[src/rtl/awgn_sample_monitor.sv]
// Window statistics sink for paired AWGN samples: sum, sum of squares, peak |x|
// and outlier count, released through a one-deep result register.
module awgn_sample_monitor #(
    parameter int          LOG2_BEATS = 12,
    parameter logic [15:0] THRESH     = 16'd4096
) (
    input  logic                     clk,
    input  logic                     reset,
    input  logic                     clear,
    input  logic                     in_valid,
    output logic                     in_ready,
    input  logic [15:0]              x0,
    input  logic [15:0]              x1,
    output logic                     res_valid,
    input  logic                     res_ready,
    output logic [LOG2_BEATS+17:0]   res_sum,
    output logic [LOG2_BEATS+31:0]   res_sumsq,
    output logic [15:0]              res_mean,
    output logic [16:0]              res_peak,
    output logic [LOG2_BEATS+1:0]    res_outliers
);

    localparam int SW = LOG2_BEATS + 18;
    localparam int QW = LOG2_BEATS + 32;
    localparam int OW = LOG2_BEATS + 2;
    localparam logic [LOG2_BEATS-1:0] CNT_MAX = {LOG2_BEATS{1'b1}};
    localparam logic [LOG2_BEATS-1:0] CNT_ONE = LOG2_BEATS'(1);

    function automatic logic [16:0] abs17(input logic [15:0] x);
        logic [16:0] ext;
        ext = {x[15], x};
        if (x[15]) begin
            abs17 = 17'd0 - ext;
        end else begin
            abs17 = ext;
        end
    endfunction

    // Square of a signed sample; the value never exceeds 2^30.
    function automatic logic [31:0] sq32(input logic [15:0] x);
        sq32 = $signed(x) * $signed(x);
    endfunction

    logic [LOG2_BEATS-1:0] beat_cnt_r;
    logic signed [SW-1:0]  sum_r;
    logic [QW-1:0]         sumsq_r;
    logic [16:0]           peak_r;
    logic [OW-1:0]         outl_r;

    logic                  accept_s;
    logic                  last_s;
    logic [16:0]           abs0_s;
    logic [16:0]           abs1_s;
    logic                  out0_s;
    logic                  out1_s;
    logic signed [SW-1:0]  sum_next_s;
    logic signed [SW-1:0]  mean_full_s;
    logic [QW-1:0]         sumsq_next_s;
    logic [16:0]           peak_next_s;
    logic [OW-1:0]         outl_next_s;

    assign in_ready = reset & ~clear &
                      ((beat_cnt_r != CNT_MAX) | ~res_valid | res_ready);
    assign accept_s = in_valid & in_ready;
    assign last_s   = accept_s & (beat_cnt_r == CNT_MAX);

    assign abs0_s = abs17(x0);
    assign abs1_s = abs17(x1);
    assign out0_s = abs0_s > {1'b0, THRESH};
    assign out1_s = abs1_s > {1'b0, THRESH};

    assign sum_next_s   = sum_r + $signed({{(SW-16){x0[15]}}, x0})
                                + $signed({{(SW-16){x1[15]}}, x1});
    assign sumsq_next_s = sumsq_r + QW'(sq32(x0)) + QW'(sq32(x1));
    assign outl_next_s  = outl_r + OW'(out0_s) + OW'(out1_s);
    assign mean_full_s  = sum_next_s >>> (LOG2_BEATS + 1);

    // Running peak including the current beat.
    always_comb begin
        peak_next_s = peak_r;
        if (abs0_s > peak_next_s) begin
            peak_next_s = abs0_s;
        end else begin
            peak_next_s = peak_next_s;
        end
        if (abs1_s > peak_next_s) begin
            peak_next_s = abs1_s;
        end else begin
            peak_next_s = peak_next_s;
        end
    end

    // Beat counter, wraps at the end of each window.
    always_ff @(posedge clk or negedge reset) begin
        if (!reset) begin
            beat_cnt_r <= '0;
        end else if (clear) begin
            beat_cnt_r <= '0;
        end else if (accept_s) begin
            beat_cnt_r <= beat_cnt_r + CNT_ONE;
        end
    end

    // Accumulators restart on the last beat so the next window has no gap.
    always_ff @(posedge clk or negedge reset) begin
        if (!reset) begin
            sum_r   <= '0;
            sumsq_r <= '0;
            peak_r  <= 17'd0;
            outl_r  <= '0;
        end else if (clear || last_s) begin
            sum_r   <= '0;
            sumsq_r <= '0;
            peak_r  <= 17'd0;
            outl_r  <= '0;
        end else if (accept_s) begin
            sum_r   <= sum_next_s;
            sumsq_r <= sumsq_next_s;
            peak_r  <= peak_next_s;
            outl_r  <= outl_next_s;
        end
    end

    // Result register: loads only on the last beat, untouched by clear.
    always_ff @(posedge clk or negedge reset) begin
        if (!reset) begin
            res_sum      <= '0;
            res_sumsq    <= '0;
            res_mean     <= 16'd0;
            res_peak     <= 17'd0;
            res_outliers <= '0;
        end else if (last_s) begin
            res_sum      <= sum_next_s;
            res_sumsq    <= sumsq_next_s;
            res_mean     <= mean_full_s[15:0];
            res_peak     <= peak_next_s;
            res_outliers <= outl_next_s;
        end
    end

    // Result valid flag: a new load wins over a simultaneous read.
    always_ff @(posedge clk or negedge reset) begin
        if (!reset) begin
            res_valid <= 1'b0;
        end else if (last_s) begin
            res_valid <= 1'b1;
        end else if (res_ready) begin
            res_valid <= 1'b0;
        end
    end

endmodule

[config.mk]
export PLATFORM = sky130hd
export DESIGN_NAME = awgn_sample_monitor
export DESIGN_NICKNAME = d
export VERILOG_FILES = /design/src/rtl/awgn_sample_monitor.sv
export SDC_FILE = /design/constraint.sdc
export NUM_CORES = 2
export LEC_CHECK = 0
export BUFFER_PORTS_ARGS = -buffer_cell sky130_fd_sc_hd__buf_2
export CORE_UTILIZATION = 60
export CTS_BUF_LIST = sky130_fd_sc_hd__clkbuf_16
export DETAILED_ROUTE_END_ITERATION = 10
export GPL_TIMING_DRIVEN = 1
export PLACE_DENSITY = 0.78
export SYNTH_ARGS = -nofsm -noshare
export SYNTH_HDL_FRONTEND = slang
export SYNTH_SLANG_ARGS = --single-unit
[constraint.sdc]
create_clock -name clk -period 9.7 [get_ports clk]
set_input_delay 0.97 -clock clk [delete_from_list [all_inputs] [get_ports clk]]
set_output_delay 0.97 -clock clk [all_outputs]
set_load 0.05 [all_outputs]
==> results of run 1 <==
-- cell families after synthesis --
| logic type | after synthesis | share of synthesized area (%) |
|---|---|---|
| other | 1 | 0.01156 |
| AOI/OAI and AO/OA | 528 | 10.55 |
| and+or+nand+nor | 697 | 9.919 |
| DFF | 223 | 17.20 |
| xor gates and xnor gates | 187 | 5.048 |
| adders and majority gates | 810 | 43.69 |
| buffers and inverters | 878 | 10.38 |
| muxes | 96 | 3.205 |
-- metal layers --
metal  global-route usage (%)
met5                        0
met4                    12.44
met3                    4.009
met2                    53.18
met1                    41.11
-- through the flow --
stage | hold slack, ns | instances | setup slack, ns | util, % | cell area [um2]
after floorplan | 0.4689 | 3420 | 0.1056 | - | 32440
after global placement | 0.4594 | 4252 | 0.1800 | 65.00 | 34430
after detailed placement | 0.4662 | 4252 | 0.01526 | 65.00 | 34430
after CTS | 0.2415 | 4304 | 0.6282 | 66.79 | 35380
after global routing | 0.2531 | 4305 | 0.03098 | 66.81 | 35390
-- cells in the mapped netlist, types with 63 or more instances --
cell type | instances | share of area, %
fa_1 | 538 | 33
o21ai_0 | 165 | 2.5
nand2_1 | 321 | 3.7
a21oi_1 | 111 | 1.7
clkbuf_1 | 90 | 1.0
inv_1 | 743 | 8.6
nor2_1 | 121 | 1.4
dfrtp_1 | 223 | 17
mux2_2 | 63 | 2.2
and2_1 | 72 | 1.4
xnor2_1 | 131 | 3.5
ha_1 | 272 | 10
==> flow_summary.yaml, run 1 <==
outcome:
  outcome: "did not finish"
  flow.stopped_at: "detailed routing"
  tool.error: "Error: net12 9 pin not visited #guides = 75"
grt:
  grt-ovfl-total: 0
  antenna_found_initial: 2
  grt_pass1_vias: 25274
  grt_max_degree: 82
  groute.usage.overall_pct: 31.42
  grt_pass1_wl_um: 133200
floorplan:
  die_y_um: 234.5
  placementRows: 84
  start_util_pct: 61.25
  fp.dieW_um: 234.5
  ios: 160
cts:
  post_cts_resize_count: 0
  cts_hold_buffers: 0
  cts_root_buf: "clkbuf_16"
  cts_made_buffers: 28
  postCtsSetupBuffers: 0
  h-tree-depth: 1
  clockBufferDepth: 3
  cts_sinks: 223
yosys:
  syn_area_per_cell_um2: 9.486
  yosysUniqueCellTypes: 71
  yosys_warnings: 0
  synthFlopType: "dfrtp_1"
  yosysSeqAreaShare_pct: 17.20
  synth-edff-count: 0
  synth-seq-cells: 223
  async_reset_ff_share_pct: 100.0
  syn_nets: 4267
  syn_inst: 3420
  synth_area_um2: 32440
place:
  dp_hpwl_um: 66880
  port_buffers: 159
  place.gp.congestion: 0.9740
timing:
  worst-ep-kind: "sequential cell input"
  grt-worst-endpoint: "sumsq_r[36]$_DFFE_PN0P_/D"
==> run 2: changes to the inputs <==
- CORE_UTILIZATION: 60 -> 40
- CTS_BUF_LIST: sky130_fd_sc_hd__clkbuf_16 -> unset
- PLACE_DENSITY: 0.78 -> unset
- PLACE_DENSITY_LB_ADDON: unset -> 0.15
==> flow_summary.yaml, run 2 <==
cts:
  cts_sinks: 223
  path_clk_slew_ns: 0.06
  h-tree-depth: 1
  tritoncts: "done"
  cts_hold_buffers: 0
  cts_root_buf: "clkbuf_16"
  clockBufferDepth: 3
  cts_made_buffers: 30
  clk_latency_ns: 0.60
timing:
  max_freq_mhz: 109.2
  hold_violations: 0
  fin_skew_ns: 0.01679
  fin_ws_ns: 0.5457
  max_slew_margin_pct: 27.71
  max_slew.worst_pin.slew_ns: 1.084
  post-route-min-period_ns: 9.154
  fin_crit_sh_pct: 94.37
  finalMaxSlewViolations: 0
  setup_violations: 0
worst_setup_path:
  criticalPathCategory: "input pin to register"
  cp_common_cell: "fa_1"
  cp_data_required_time_ns: 10.20
  critPathArrivalTime_ns: 9.65
  start_kind: "input pin"
  crit_path_top_delay_cell: "fa_1"
  crit_fanout: 8
  critPathCaptureType: "register"
  slowest_delay_ns: 0.54
finish:
  final_util_pct: 45.22
  mostFrequentLayoutCells: "743 x inv_1, 538 x fa_1, 320 x nand2_1"
  antenna_cells: 0
  fin_area_um2: 36360
  final_nets: 4488
  reg_top3: "res_sumsq (44), sumsq_r (44)"
  area_growth_pct: 12.09
  layout_commonest_cell: "inv_1"
  drive_above_1_share_pct: 12.63
  stdcell_count: 4725
yosys:
  synthFlopType: "dfrtp_1"
  syn_area_per_cell_um2: 9.486
  yosysSeqAreaShare_pct: 17.20
  yosysUniqueCellTypes: 71
  synthTopCellsByCount: "743 x inv_1, 538 x fa_1, 321 x nand2_1"
  syn_nets: 4267
  syn_inst: 3420
  yosys_warnings: 0
  synth-seq-cells: 223
  synth_top_area_share_pct: 33.20
  async_reset_ff_share_pct: 100.0
  yosysMostFrequentCell: "inv_1"
  synthTopCellsByArea: "fa_1 33%, dfrtp_1 17%, ha_1 10%"
  synth_top_area_cell: "fa_1"
  synth_area_um2: 32440
  synth-edff-count: 0
detailed_routing:
  routedWlPerCell_um: 18.61
  drc: 0
  via_count: 23421
  detail-route-antenna-nets: 0
  initialDrtViolationCount: 965
  firstDrtPassIters: 5
  routed_wirelength_um: 87930
  via_per_inst: 4.957
floorplan:
  core_area_um2: 80420
  die_y_um: 286.8
  ios: 160
  start_util_pct: 40.34
  die_area_um2: 82250
  fp.dieW_um: 286.8
  placementRows: 104
run:
  drv_cap: 0
grt:
  grt_pass1_vias: 24933
  grt-ovfl-total: 0
  grt_max_degree: 87
  groute.usage.overall_pct: 22.29
  grt_pass1_wl_um: 141500
  antenna_found_initial: 5
place:
  placedCellCount: 4669
  placed_area_um2: 35280
  place.gp.congestion: 0.8772
  port_buffers: 159
  dp_hpwl_um: 72920
  post-place-ws_ns: -0.1028
outcome:
  outcome: "finished, final reports clean"
worst_hold_path:
  hold_class: "input pin to asynchronous set/reset pin"
run 2: cell counts after synthesis:
No cell type changed its count.
run 2: worst paths after layout:
path                               start             to  slack, ns  cells after the start
max                               x1[11]    sumsq_r[39]       0.55                     36
min in group clk           res_sumsq[35]  res_sumsq[35]       0.48                      2
max in group asynchronous          reset  res_sumsq[34]       7.27                      3
min reg2reg                res_sumsq[35]  res_sumsq[35]       0.48                      2
min                                reset    res_peak[7]       0.32                      1
max reg2reg                    peak_r[7]    res_peak[0]       4.32                     19
run 2: per-layer routing:
metal	wire (um)	GRT usage (%)	share of wire [%]	vias to the layer above
li1	-	-	-	11173
met1	38670	29.76	44	11685
met2	42080	37.63	48	439
met3	4454	3.468	5.1	116
met4	2674	5.904	3.0	8
met5	46	0	0.052	-
run 2: area by class of cell:
class	count	area [um2]
clock inverters	19	250.2
repair buffers	314	2019
fillers	7944	44050
well taps	1060	1326
inverters	753	2830
clock buffers	37	828.3
multi-input cells	2319	23530
flip-flops and latches	223	5580
run 2: critical path: cells and delay by family:
| family | cells | cell delay, ns |
|---|---|---|
| adder cells (fa/ha/maj) | 9 | 4.09 |
| buffers and inverters | 8 | 0.93 |
| XOR/XNOR | 1 | 0.14 |
| AND/OR/NAND/NOR | 6 | 1.03 |
| AO/OA/AOI/OAI | 12 | 2.49 |
run 2: cell families (layout without fill, tap and decap cells):
family | count (synthesis) | after routing | synth area share (%)
fa+ha+maj | 810 | 810 | 43.69
buf+inv | 878 | 1123 | 10.38
compound gates | 528 | 528 | 10.55
simple gates | 697 | 697 | 9.919
xor+xnor | 187 | 187 | 5.048
flops | 223 | 223 | 17.20
other cells | 1 | 1 | 0.01156
mux | 96 | 96 | 3.205
run 2: what timing repair did:
item	CTS	global route
resized for setup	0	2
setup endpoints to repair	0	18
buffers inserted	0	0
run 2: metrics by stage:
| step | setup TNS (ns) | hold WS [ns] |
|---|---|---|
| floorplan | 0 | 0.4689 |
| global placement | -0.03331 | 0.4613 |
| detailed placement | -0.3868 | 0.4686 |
| CTS | 0 | 0.3125 |
| global route | -0.006548 | 0.3491 |
| finish | 0 | 0.3187 |
Power of run 2 is not shown: default switching activity piles up to over one toggle a cycle in this logic, so the estimate is an artifact.
